`src/rtl/hc32_tester_if.sv`:
```
// rtl/hc32_tester_if.sv - Control, stimulus and result signals of the quad OR-gate tester.
interface hc32_tester_if;
    logic       start;
    logic [3:0] a_drv;
    logic [3:0] b_drv;
    logic [3:0] y_in;
    logic       busy;
    logic       done;
    logic       pass;
    logic [3:0] fail_mask;

    modport master (
        output start,
        output y_in,
        input  a_drv,
        input  b_drv,
        input  busy,
        input  done,
        input  pass,
        input  fail_mask
    );

    modport slave (
        input  start,
        input  y_in,
        output a_drv,
        output b_drv,
        output busy,
        output done,
        output pass,
        output fail_mask
    );
endinterface

```
`src/rtl/hc32_tester.sv`:
```
// rtl/hc32_tester.sv - Exhaustive 4-vector tester for a quad 2-input OR gate package.
// Optional HC32_SYNC_EN adds a 2-flop synchronizer on y_in and lengthens settle by 2 cycles.
module hc32_tester #(
    parameter int SETTLE_CYCLES = 8
) (
    input  logic         clk,
    input  logic         rst,
    hc32_tester_if.slave bus
);
`ifdef HC32_SYNC_EN
    localparam int S_EFF = SETTLE_CYCLES + 2;
`else
    localparam int S_EFF = SETTLE_CYCLES;
`endif
    localparam logic [8:0] CNT_LAST = 9'(S_EFF - 1);

    typedef enum logic [1:0] {IDLE, SETTLE, CHECK, FINISH} state_t;

    state_t     state;
    logic [1:0] v;
    logic [8:0] cnt;
    logic [3:0] a_q;
    logic [3:0] b_q;
    logic       busy_q;
    logic       done_q;
    logic       pass_q;
    logic [3:0] fail_q;
    logic [3:0] y_cmp;
    logic [3:0] new_fail;
    logic [1:0] v_nxt;

`ifdef HC32_SYNC_EN
    logic [3:0] sync1;
    logic [3:0] sync2;

    always_ff @(posedge clk) begin
        if (rst) begin
            sync1 <= 4'b0;
            sync2 <= 4'b0;
        end else begin
            sync1 <= bus.y_in;
            sync2 <= sync1;
        end
    end

    assign y_cmp = sync2;
`else
    assign y_cmp = bus.y_in;
`endif

    // Expected OR output for vector v is simply v[1]|v[0] on every gate.
    assign new_fail = fail_q | (y_cmp ^ {4{v[1] | v[0]}});
    assign v_nxt    = v + 2'd1;

    always_ff @(posedge clk) begin
        if (rst) begin
            state  <= IDLE;
            v      <= 2'd0;
            cnt    <= 9'd0;
            a_q    <= 4'b0;
            b_q    <= 4'b0;
            busy_q <= 1'b0;
            done_q <= 1'b0;
            pass_q <= 1'b0;
            fail_q <= 4'b0;
        end else begin
            case (state)
                IDLE: begin
                    done_q <= 1'b0;
                    a_q    <= 4'b0;
                    b_q    <= 4'b0;
                    if (bus.start) begin
                        state  <= SETTLE;
                        v      <= 2'd0;
                        cnt    <= 9'd0;
                        fail_q <= 4'b0;
                        pass_q <= 1'b0;
                        busy_q <= 1'b1;
                    end
                end
                SETTLE: begin
                    if (cnt == CNT_LAST) begin
                        cnt   <= 9'd0;
                        state <= CHECK;
                    end else begin
                        cnt <= cnt + 9'd1;
                    end
                end
                CHECK: begin
                    fail_q <= new_fail;
                    if (v == 2'd3) begin
                        state  <= FINISH;
                        done_q <= 1'b1;
                        pass_q <= (new_fail == 4'b0);
                        a_q    <= 4'b0;
                        b_q    <= 4'b0;
                    end else begin
                        state <= SETTLE;
                        v     <= v_nxt;
                        a_q   <= {4{v_nxt[1]}};
                        b_q   <= {4{v_nxt[0]}};
                    end
                end
                FINISH: begin
                    done_q <= 1'b0;
                    busy_q <= 1'b0;
                    state  <= IDLE;
                end
                default: state <= IDLE;
            endcase
        end
    end

    assign bus.a_drv     = a_q;
    assign bus.b_drv     = b_q;
    assign bus.busy      = busy_q;
    assign bus.done      = done_q;
    assign bus.pass      = pass_q;
    assign bus.fail_mask = fail_q;
endmodule

```
`src/flat_wrapper.sv`:
```
// flat-port wrapper written by rule: the top's interface ports become plain ports
module hc32_tester_flat 
#(
    parameter int SETTLE_CYCLES = 8
)
  (clk, rst, bus_start, bus_y_in, bus_a_drv, bus_b_drv, bus_busy, bus_done, bus_pass, bus_fail_mask);
  hc32_tester_if bus_i ();
  input  logic clk;
  input  logic rst;
  input wire logic [$bits(bus_i.start)-1:0] bus_start;
  input wire logic [$bits(bus_i.y_in)-1:0] bus_y_in;
  output wire logic [$bits(bus_i.a_drv)-1:0] bus_a_drv;
  output wire logic [$bits(bus_i.b_drv)-1:0] bus_b_drv;
  output wire logic [$bits(bus_i.busy)-1:0] bus_busy;
  output wire logic [$bits(bus_i.done)-1:0] bus_done;
  output wire logic [$bits(bus_i.pass)-1:0] bus_pass;
  output wire logic [$bits(bus_i.fail_mask)-1:0] bus_fail_mask;
  assign bus_i.start = bus_start;
  assign bus_i.y_in = bus_y_in;
  assign bus_a_drv = bus_i.a_drv;
  assign bus_b_drv = bus_i.b_drv;
  assign bus_busy = bus_i.busy;
  assign bus_done = bus_i.done;
  assign bus_pass = bus_i.pass;
  assign bus_fail_mask = bus_i.fail_mask;
  hc32_tester #(.SETTLE_CYCLES(SETTLE_CYCLES)) u_core (.clk(clk), .rst(rst), .bus(bus_i));
endmodule
```
`config.mk`:
```
export PLATFORM = sky130hd
export DESIGN_NAME = hc32_tester_flat
export DESIGN_NICKNAME = d
export VERILOG_FILES = /design/src/rtl/hc32_tester_if.sv /design/src/rtl/hc32_tester.sv /design/src/flat_wrapper.sv
export SDC_FILE = /design/constraint.sdc
export NUM_CORES = 1
export LEC_CHECK = 0
export ABC_CLOCK_PERIOD_IN_PS = 2000
export CORE_MARGIN = 2
export CORE_UTILIZATION = 25
export CTS_CLUSTER_DIAMETER = 120
export CTS_CLUSTER_SIZE = 10
export DETAILED_ROUTE_END_ITERATION = 7
export MAX_ROUTING_LAYER = met4
export PLACE_DENSITY = 0.51
export SYNTH_ARGS = -nofsm -noshare
export SYNTH_HDL_FRONTEND = slang
export SYNTH_SLANG_ARGS = --single-unit
```
`constraint.sdc`:
```
create_clock -name clk -period 2 [get_ports clk]
set_input_delay 0.4 -clock clk [delete_from_list [all_inputs] [get_ports clk]]
set_output_delay 0.4 -clock clk [all_outputs]
set_load 0.01 [all_outputs]
```
Yosys cells after proc, flatten, opt, wreduce, memory -nomap -nowiden
Index checks and enable logic that the tools add are counted.
Cells by class
  add/subtract/negate cells: 2
  $mul: 0
  divide/modulo/power cells: 0
  order comparisons: 0
  eq/ne operators: 9
  shift operators: 0
  muxes and demuxes: 23
  bitwise logic cells: 3
  reduce and logical (&&, ||, !) cells: 14
Operators by type and width (number)
  $pmux W4 S2: 3
  $mux W9: 2
  $pmux W9 S2: 1
  $mux W4: 3
  $mux W2: 5
  $reduce_and A2 Y1: 5
  $add A9 B1 Y9 const B: 1
  $eq A9 B3 Y1 const B: 1
  $pmux W2 S4: 1
  $reduce_bool A2 Y1: 4
  $eq A2 B2 Y1 const B: 3
  $pmux W1 S2: 3
  $reduce_and A3 Y1: 2
  $logic_not A4 Y1: 1
  $mux W1: 4
  $ne A2 B1 Y1 const B: 2
  $ne A2 B2 Y1 const B: 2
  $or A4 B4 Y4: 1
  $pmux W2 S2: 1
  $xor A4 B4 Y4: 1
  $add A2 B1 Y2 const B: 1
  $eq A2 B1 Y1 const B: 1
  $logic_not A2 Y1: 1
  $reduce_or A2 Y1: 1
  $or A1 B1 Y1: 1
Word-level totals
  bits in registers: 28
  latch bits: 0
  memory bits (writable): 0
  memory bits (read-only): 0
  input bits: 7
  output and inout port bits: 15
  word-level logic and storage cells: 60
  memories kept: 0

Depth between registers and ports, before layout
Gate-level depths: netlist (run 1).
  depth after elaboration: 6
  depth in mapped cells: 7
  gate-level depth less buffers: 6

Worst setup path after synthesis (run 1)
OpenSTA, ideal clock, no wires.
  path kind: flip-flop to flip-flop
  from: reg u_core.state[0]
  to: reg u_core.cnt[6]
  setup time: 0.115 ns
  arrival: 1.589 ns
  required time: 1.885 ns
  setup slack: 0.297 ns
  cell stages (with the launch flop): 8
  buffers on the path: 1
  clock period less this slack: 1.703 ns
  cells stage by stage: dfxtp_1 > inv_1 > ha_1 > clkbuf_1 > mux2i_1 > nor3_1 > xnor2_1 > nor2_1
On the way
  word-level cells in the longest chain between the ends: 3
  elaborated cells on any way between the ends: 6
  those cells by class: 2 x eq/ne; 1 x mux; 3 x reduce/logical
RTL lines
  start, declared: RTL line hc32_tester.sv:19  | state_t state;
  start signal, assigned: RTL line hc32_tester.sv:57  | state <= IDLE;
  start signal, assigned: RTL line hc32_tester.sv:73  | state <= SETTLE;
  start signal, assigned: RTL line hc32_tester.sv:84  | state <= CHECK;
  $eq A2 B1 Y1 or $logic_not A2 Y1 (tied branches): RTL line hc32_tester.sv:67  | case (state)
  $reduce_bool A2 Y1 (no line) or $ne A2 B2 Y1 (tied branches)
  $reduce_and A2 Y1 (no line)
  end signal, assigned: RTL line hc32_tester.sv:86  | cnt <= cnt + 9'd1;
  end, declared: RTL line hc32_tester.sv:21  | logic [8:0] cnt;
Several ways; a longest one is shown, not always the timed one.
A chain may end at the register's enable or synchronous reset.

Final worst setup path (run 1)
  from: reg u_core.state[0]
  to: reg u_core.cnt[7]
Same word-level chain as after synthesis.

==> flow_summary.ini, run 1 <==
[outcome]
outcome = completed

[logic_synthesis]
async_reset_ff_frac = 0
syn_avg_cell_area_sq_um = 8.61
ys_ff_latch = 22
synth_ff_type = dfxtp_1
syn_area_sq_mm = 0.00119
yosysWarnings = 0
synth-edff-count = 0
synth_cells = 138
ys_seq_area_frac = 0.371
synth.distinct_cells = 36
synth_nets = 152

[worst_setup_path]
critPathLaunchType = flop
path_class = flop to flop
critPathCaptureType = flop
critical_path_required_ns = 2.15
crit_arrival_ns = 1.96
worst-path-max-fanout = 9

[sta]
slew_violations = 0
hold_violations = 0
post-route-min-period_ns = 1.80
rsz0062_at_grt = false
setup_viol = 0
worst_slew_pin_slew_ns = 0.437
slew-limit-headroom = 0.703
max_freq_mhz = 555
timing.final.crit_share = 0.901
setup_slack_ns = 0.198
fin_skew_ns = 0.00418

[place]
placed_area_sq_mm = 0.00143
dp_slack_ns = -0.0263
place_congestion = 0.760
io_buffers = 21
place_hpwl_um = 1970

[clocking]
insertion_delay_ns = 0.26
cts_made_buffers = 3
cts.sinks = 22
htreeDepth = 1
cts_tree = done
cts_hold_repair.buffers = 0
clk_path_buf_depth = 2
clkTransAtPathRegs_ns = 0.08
root_buffer = clkbuf_8

[routing]
detail_route.iter0.violations = 51
vias = 1015
remaining_drc_errors = 0
wl_um = 2620
drt_pass1_iterations = 4
ant_nets = 0
via_per_inst = 4.86
post_drt_wl_per_cell_um = 12.5

[die]
die_area_sq_mm = 0.00532
core_area_sq_mm = 0.00466
rows = 25
io_pins = 22
die_h_um = 73.0
die_x_um = 73.0
initial_core_util = 0.255

[global_route]
grt_max_degree = 16
grt_pass1_wl_um = 4590
gr-usage-all-layers = 0.111
grt_overflow = 0
antenna_found_initial = 0
grt_pass1_vias = 1099

[power_and_ir_drop]
p_leak_nw = 0.514
p_per_area_mw_per_mm2 = 918
irDropWorstVdd_mv = 0.342

[cells_and_area]
final_layout_size_suffix_gt1_frac = 0.110
fill_cells = 481
area_delta_synth_final_pct = 24.0
mostFrequentLayoutCells = 22 x nor2_1, 22 x dfxtp_1, 21 x clkdlybuf4s50_1, 11 x nand2_1, 8 x xnor2_1
stdcell_area_sq_mm = 0.00147
utilization = 0.316
nets = 171
antenna_cells = 0

[hold_path]
hold_path.class = flop to flop

[job]
maxCapViolations = 0
## state kept, by name, indices dropped and copies added (netlist names)
register / count
u_core.bus.a_drv: 1
u_core.bus.b_drv: 1
u_core.bus.busy: 1
u_core.bus.done: 1
u_core.bus.fail_mask: 4
u_core.bus.pass: 1
u_core.cnt: 9
u_core.state: 2
u_core.v: 2
## cell type report
| cell class | instances | area [sq um] | area share |
|---|---|---|---|
| Tap cell | 54 | 67.6 | 0.0458 |
| Timing Repair Buffer | 24 | 233 | 0.158 |
| Inverter | 6 | 22.5 | 0.0153 |
| Multi-Input combinational cell | 100 | 669 | 0.454 |
| Sequential cell | 22 | 440 | 0.299 |
| Clock buffer | 3 | 41.3 | 0.0280 |
## kinds of logic (layout without fill, tap and decap cells)
| logic type | after synthesis | after routing | synth area share |
|---|---|---|---|
| buffers and inverters | 16 | 33 | 0.0695 |
| AO/OA/AOI/OAI | 25 | 25 | 0.168 |
| adder cells (fa/ha/maj) | 7 | 7 | 0.0737 |
| flip-flops | 22 | 22 | 0.371 |
| XOR/XNOR | 9 | 9 | 0.0663 |
| AND/OR/NAND/NOR | 56 | 56 | 0.224 |
| multiplexers | 3 | 3 | 0.0274 |
## metrics by stage
| stage | TNS, ns | hold slack (ns) | total power [mW] | cells |
|---|---|---|---|---|
| 2_1_floorplan | 0 | 0.455 | 0.911 | 138 |
| 3_3_place_gp | 0 | 0.475 | 1.07 | 206 |
| 3_5_place_dp | -0.0648 | 0.469 | 1.08 | 206 |
| 4_1_cts | 0 | 0.487 | 1.36 | 209 |
| 5_1_grt | 0 | 0.512 | 1.46 | 209 |
| 6_report | 0 | 0.487 | 1.35 | 209 |
## metal layers
| metal | vias to the layer above | part of all wire | track usage |
|---|---|---|---|
| li1 | 509 | - | - |
| met1 | 480 | 0.45 | 0.126 |
| met2 | 22 | 0.49 | 0.188 |
| met3 | 4 | 0.043 | 0.0387 |
| met4 | 0 | 0.010 | 0.0267 |
| met5 | - | 0 | - |
## final timing paths
kind	end	slack, ns	start	cells past startpoint
worst max-delay path	u_core.cnt[7]	0.20	u_core.state[0]	6
worst min-delay path	u_core.bus.pass	0.49	u_core.bus.pass	2
worst max register to register	u_core.cnt[7]	0.20	u_core.state[0]	6
worst min register to register	u_core.bus.pass	0.49	u_core.bus.pass	2
## power by group
group,internal (mW),switching (mW),total (mW)
Sequential,0.478,0.0403,0.518
Combinational,0.255,0.311,0.565
Clock,0.134,0.135,0.270
## Yosys cell counts, drive strengths merged (2+ instances only)
master | n | area, sq um
a22oi | 4 | 30.0
buf | 7 | 48.8
clkbuf | 3 | 11.3
a32oi | 3 | 26.3
dfxtp | 22 | 440
nor3 | 4 | 20.0
nand3 | 4 | 20.0
nand2 | 11 | 41.3
a21oi | 8 | 43.8
nand2b | 3 | 18.8
and2 | 2 | 12.5
xnor2 | 8 | 70.1
ha | 7 | 87.6
nor2b | 2 | 12.5
o21ai | 3 | 15.0
nand4 | 2 | 12.5
inv | 6 | 22.5
mux2 | 2 | 22.5
nor2 | 22 | 82.6
or4 | 2 | 18.8
## critical path, cell delays in order, from the launching register on
cell and delay (ns):
dfxtp_1 0.37, inv_1 0.11, ha_1 0.37, mux2i_2 0.48, nor3_1 0.13, xnor2_1 0.17, nor2_1 0.06
## what timing repair did
item / in CTS / in global routing
buffers inserted: 0 / 0
resized for setup: 0 / 1
setup endpoints to repair: 0 / 6
(Power assumes the default switching activity.)
==> run 2, diff against run 1 <==
--- a/config.mk
+++ b/config.mk
@@ -6,11 +6,12 @@
 export NUM_CORES = 1
 export LEC_CHECK = 0
 export ABC_CLOCK_PERIOD_IN_PS = 2000
-export CORE_MARGIN = 2
+export CAP_MARGIN = 20
 export CORE_UTILIZATION = 25
 export CTS_CLUSTER_DIAMETER = 120
 export CTS_CLUSTER_SIZE = 10
 export DETAILED_ROUTE_END_ITERATION = 7
+export GPL_TIMING_DRIVEN = 0
 export MAX_ROUTING_LAYER = met4
 export PLACE_DENSITY = 0.51
 export SYNTH_ARGS = -nofsm -noshare
==> flow_summary.ini, run 2 (synthesis gave the netlist of run 1 again) <==
[worst_setup_path]
critPathSlowestCell = or4_4
critPathLaunchType = flop
path_class = flop to flop
crit_arrival_ns = 2.03
r2r_slack_ns = 0.13
critPathCaptureType = flop
rr_worst_depth = 4
max_stage_delay_ns = 0.54
worstReg2RegStart = u_core.cnt[4]
r2r-end = u_core.cnt[6]
worst-path-max-fanout = 7
crit_chain = or4_4 > o41ai_4 > a21o_2 > nor2_1
critical_path_required_ns = 2.16

[sta]
worst_slew_pin_slew_ns = 0.518
fin_skew_ns = 0.00681
tns_ns = 0
slew_violations = 0
hold_violations = 0
rsz0062_at_grt = false
max_freq_mhz = 534
setup_slack_ns = 0.128
hold_slack_ns = 0.486
timing.final.crit_share = 0.936
post-route-min-period_ns = 1.87
slew-limit-headroom = 0.653
setup_viol = 0

[clocking]
cts_tree = done
htreeDepth = 1
cts.sinks = 22
root_buffer = clkbuf_8
clk_path_buf_depth = 2
cts_made_buffers = 3
post_cts_buffers = 0
clkTransAtPathRegs_ns = 0.08
cts_hold_repair.buffers = 0
insertion_delay_ns = 0.27

[routing]
wl_um = 2560
post_drt_wl_per_cell_um = 12.0
remaining_drc_errors = 0
ant_nets = 0
vias = 1010
detail_route.iter0.violations = 29
via_per_inst = 4.74
drt_pass1_iterations = 4

[cells_and_area]
antenna_cells = 0
area_delta_synth_final_pct = 27.7
nets = 176
top_register = u_core.cnt
final_layout_size_suffix_gt1_frac = 0.130
layout.cells.non_filler = 213
mostFrequentLayoutCells = 22 x nor2_1, 22 x dfxtp_1, 20 x clkdlybuf4s50_1, 11 x nand2_1, 8 x xnor2_1
largest_reg_flops = 9

[power_and_ir_drop]
p_sw_mw = 0.499
seqPwrFrac = 0.368
power_mw = 1.41
irDropWorstVdd_mv = 0.303
clkPwrFrac = 0.230
p_leak_nw = 0.541
p_int_mw = 0.908
swShare = 0.355
comb_power_share = 0.402
p_per_area_mw_per_mm2 = 927

[hold_path]
holdPathEnd = u_core.bus.pass
whs_path_depth = 2
hold_path.class = flop to flop
hp-start = u_core.bus.pass

[place]
dp_slack_ns = -0.0806
io_buffers = 20
place_hpwl_um = 1930
place_congestion = 0.725
dp.cells = 210

[die]
initial_core_util = 0.266
io_pins = 22
rows = 24
core_area_sq_mm = 0.00447
die_area_sq_mm = 0.00503
die_x_um = 71.0
die_h_um = 71.0

[global_route]
antenna_found_initial = 0
gr-usage-all-layers = 0.117
grt_overflow = 0
grt_pass1_vias = 1110
grt_max_degree = 13
grt_pass1_wl_um = 4620

[job]
maxCapViolations = 0

[outcome]
outcome = completed
run 2: through the flow:
step                utilization  instance area (sq um)
floorplan                     -                   1190
global placement          0.325                   1450
detailed placement        0.325                   1450
CTS                       0.338                   1510
global route              0.339                   1520
finish                    0.339                   1520
run 2: what timing repair did:
item / in CTS / in global routing
resized for setup: 1 / 1
pin swaps: 0 / 0
setup endpoints to repair: 6 / 11
run 2: area by class of cell:
class                           instances  area [sq um]
Tap cell                               52          65.1
Multi-Input combinational cell        100           678
Buffer                                  9          56.3
Inverter                                6          22.5
Fill cell                             466          2960
Timing Repair Buffer                   20           200
Clock buffer                            4          55.1
Sequential cell                        22           440
run 2: power groups by stage:
| stage | sequential, mW | clock [mW] | combinational [mW] |
|---|---|---|---|
| 6_report | 0.517 | 0.324 | 0.565 |
| 5_1_grt | 0.524 | 0.348 | 0.635 |
| 4_1_cts | 0.519 | 0.338 | 0.548 |
| 3_5_place_dp | 0.528 | 0 | 0.536 |
| 3_3_place_gp | 0.526 | 0 | 0.528 |
| 2_1_floorplan | 0.526 | 0 | 0.385 |
run 2: worst max path at each step:
| stage | slack [ns] | to | startpoint |
|---|---|---|---|
| 2_1_floorplan | 0.30 | u_core.cnt[6] | u_core.state[0] |
| 3_5_place_dp | -0.08 | u_core.cnt[6] | u_core.state[1] |
| 6_report | 0.13 | u_core.cnt[6] | u_core.cnt[4] |
| 4_1_cts | 0.06 | u_core.cnt[6] | u_core.state[1] |
| 5_1_grt | 0.02 | u_core.cnt[6] | u_core.cnt[4] |
| 3_3_place_gp | -0.02 | u_core.cnt[6] | u_core.state[0] |
run 2: per-layer routing:
layer | vias up | routed length, um | GRT usage
met2 | 15 | 1230 | 0.208
li1 | 519 | - | -
met4 | 0 | 27 | 0.0333
met3 | 5 | 73 | 0.0299
met5 | - | 0 | -
met1 | 471 | 1220 | 0.128
run 2: worst max-delay path: cells and delay by family, from the launching register on:
family,cells,cell delay (ns)
AO/OA/AOI/OAI,2,0.80
AND/OR/NAND/NOR,2,0.60
flip-flops,1,0.36
==> run 3, diff against run 2 <==
--- a/config.mk
+++ b/config.mk
@@ -11,7 +11,6 @@
 export CTS_CLUSTER_DIAMETER = 120
 export CTS_CLUSTER_SIZE = 10
 export DETAILED_ROUTE_END_ITERATION = 7
-export GPL_TIMING_DRIVEN = 0
 export MAX_ROUTING_LAYER = met4
 export PLACE_DENSITY = 0.51
 export SYNTH_ARGS = -nofsm -noshare
==> flow_summary.ini, run 3 (synthesis gave the netlist of run 1 again) <==
[clocking]
htreeDepth = 1
clkTransAtPathRegs_ns = 0.08
cts.sinks = 22
root_buffer = clkbuf_8
post_cts_buffers = 0
ctsResizeCount = 0
clk_path_buf_depth = 2
cts_hold_repair.buffers = 0
cts_tree = done
cts_made_buffers = 3
insertion_delay_ns = 0.26

[power_and_ir_drop]
p_int_mw = 0.906
p_leak_nw = 0.525
p_sw_mw = 0.498
comb_power_share = 0.404
power_mw = 1.40
irDropWorstVdd_mv = 0.367
p_per_area_mw_per_mm2 = 948
swShare = 0.355
seqPwrFrac = 0.368
clkPwrFrac = 0.228

[sta]
post-route-min-period_ns = 1.78
max_freq_mhz = 562
fin_skew_ns = 0.00192
timing.final.crit_share = 0.889
worst_slew_pin_slew_ns = 0.471
hold_violations = 0
slew_violations = 0
setup_viol = 0
slew-limit-headroom = 0.685
tns_ns = 0
rsz0062_at_grt = false
hold_slack_ns = 0.492

[cells_and_area]
top_register = u_core.cnt
seq_area_sq_um = 440
utilization = 0.331
antenna_cells = 0
nets = 171
area_delta_synth_final_pct = 24.6
multi_input_area_sq_um = 666
mostFrequentLayoutCells = 22 x nor2_1, 22 x dfxtp_1, 21 x clkdlybuf4s50_1, 11 x nand2_1, 8 x xnor2_1
final_layout_size_suffix_gt1_frac = 0.109
largest_reg_flops = 9
fill_cells = 461
stdcell_area_sq_mm = 0.00148

[place]
placed_area_sq_mm = 0.00143
place_hpwl_um = 2080
io_buffers = 21
place_congestion = 0.816

[global_route]
grt_pass1_wl_um = 4600
gr-usage-all-layers = 0.120
grt_pass1_vias = 999
grt_max_degree = 13
antenna_found_initial = 0
grt_overflow = 0

[job]
maxCapViolations = 0

[worst_setup_path]
worst-path-buf-inv = 1
critPathSlowestCell = or4_4
crit_arrival_ns = 1.93
crit_chain = or4_4 > o41ai_4 > buf_4 > a21o_2 > nor2_1
critPathLaunchType = flop
max_stage_delay_ns = 0.55
path_class = flop to flop
worst-path-max-fanout = 7
critPathCaptureType = flop
cp_top_family = simple AND/OR/NAND/NOR gates
critical_path_required_ns = 2.16

[die]
io_pins = 22
die_area_sq_mm = 0.00503
die_x_um = 71.0
initial_core_util = 0.266
rows = 24
core_area_sq_mm = 0.00447
die_h_um = 71.0

[routing]
vias = 1023
via_per_inst = 4.92
detail_route.iter0.violations = 40
ant_nets = 0
wl_um = 2760
drt_pass1_iterations = 4
remaining_drc_errors = 0
post_drt_wl_per_cell_um = 13.3

[hold_path]
hold_path.class = flop to flop

[outcome]
outcome = completed
[run 3: changes by cell type in the layout (fill, tap and decap cells not counted)]
cell,delta
buf_1,-1
mux2i_1,+1
mux2i_4,-1
clkdlybuf4s50_1,+1
clkbuf_1,-2
buf_4,-3
[run 3: worst paths after layout]
path | startpoint | to | slack [ns] | depth (start not counted)
max | u_core.cnt[4] | u_core.cnt[2] | 0.22 | 5
min | u_core.bus.busy | u_core.bus.busy | 0.49 | 2
max reg2reg | u_core.cnt[4] | u_core.cnt[2] | 0.22 | 5
min reg2reg | u_core.bus.busy | u_core.bus.busy | 0.49 | 2
[run 3: through the flow]
| step | worst slack (ns) | instances |
|---|---|---|
| 6_report | 0.222 | 208 |
| 5_1_grt | 0.0677 | 208 |
| 4_1_cts | 0.213 | 208 |
| 3_5_place_dp | 0.143 | 204 |
| 3_3_place_gp | 0.215 | 204 |
| 2_1_floorplan | 0.297 | 138 |
[run 3: layout make-up]
class | count | share of cell area
multi-input cells | 100 | 0.449
flip-flops and latches | 22 | 0.297
repair buffers | 24 | 0.157
well taps | 52 | 0.0439
clock buffers | 4 | 0.0372
inverters | 6 | 0.0152
[run 3: worst min-delay path: cells and delay by family (launching register included)]
family | cells | cell delay [ns]
DFF | 1 | 0.34
and+or+nand+nor | 1 | 0.07
AOI/OAI and AO/OA | 1 | 0.06
[run 3: routing by layer]
layer	vias to the layer above	wire length [um]	GRT usage
met5	-	0	-
met4	0	16	0.0267
met3	2	76	0.0313
met2	14	1420	0.212
met1	500	1240	0.137
li1	507	-	-
[run 3: power groups by stage]
stage	Combinational [mW]	Sequential (mW)	Clock [mW]
global placement	0.547	0.525	0
CTS	0.573	0.518	0.332
global route	0.624	0.525	0.355
floorplan	0.385	0.526	0
detailed placement	0.568	0.528	0
finish	0.567	0.517	0.320
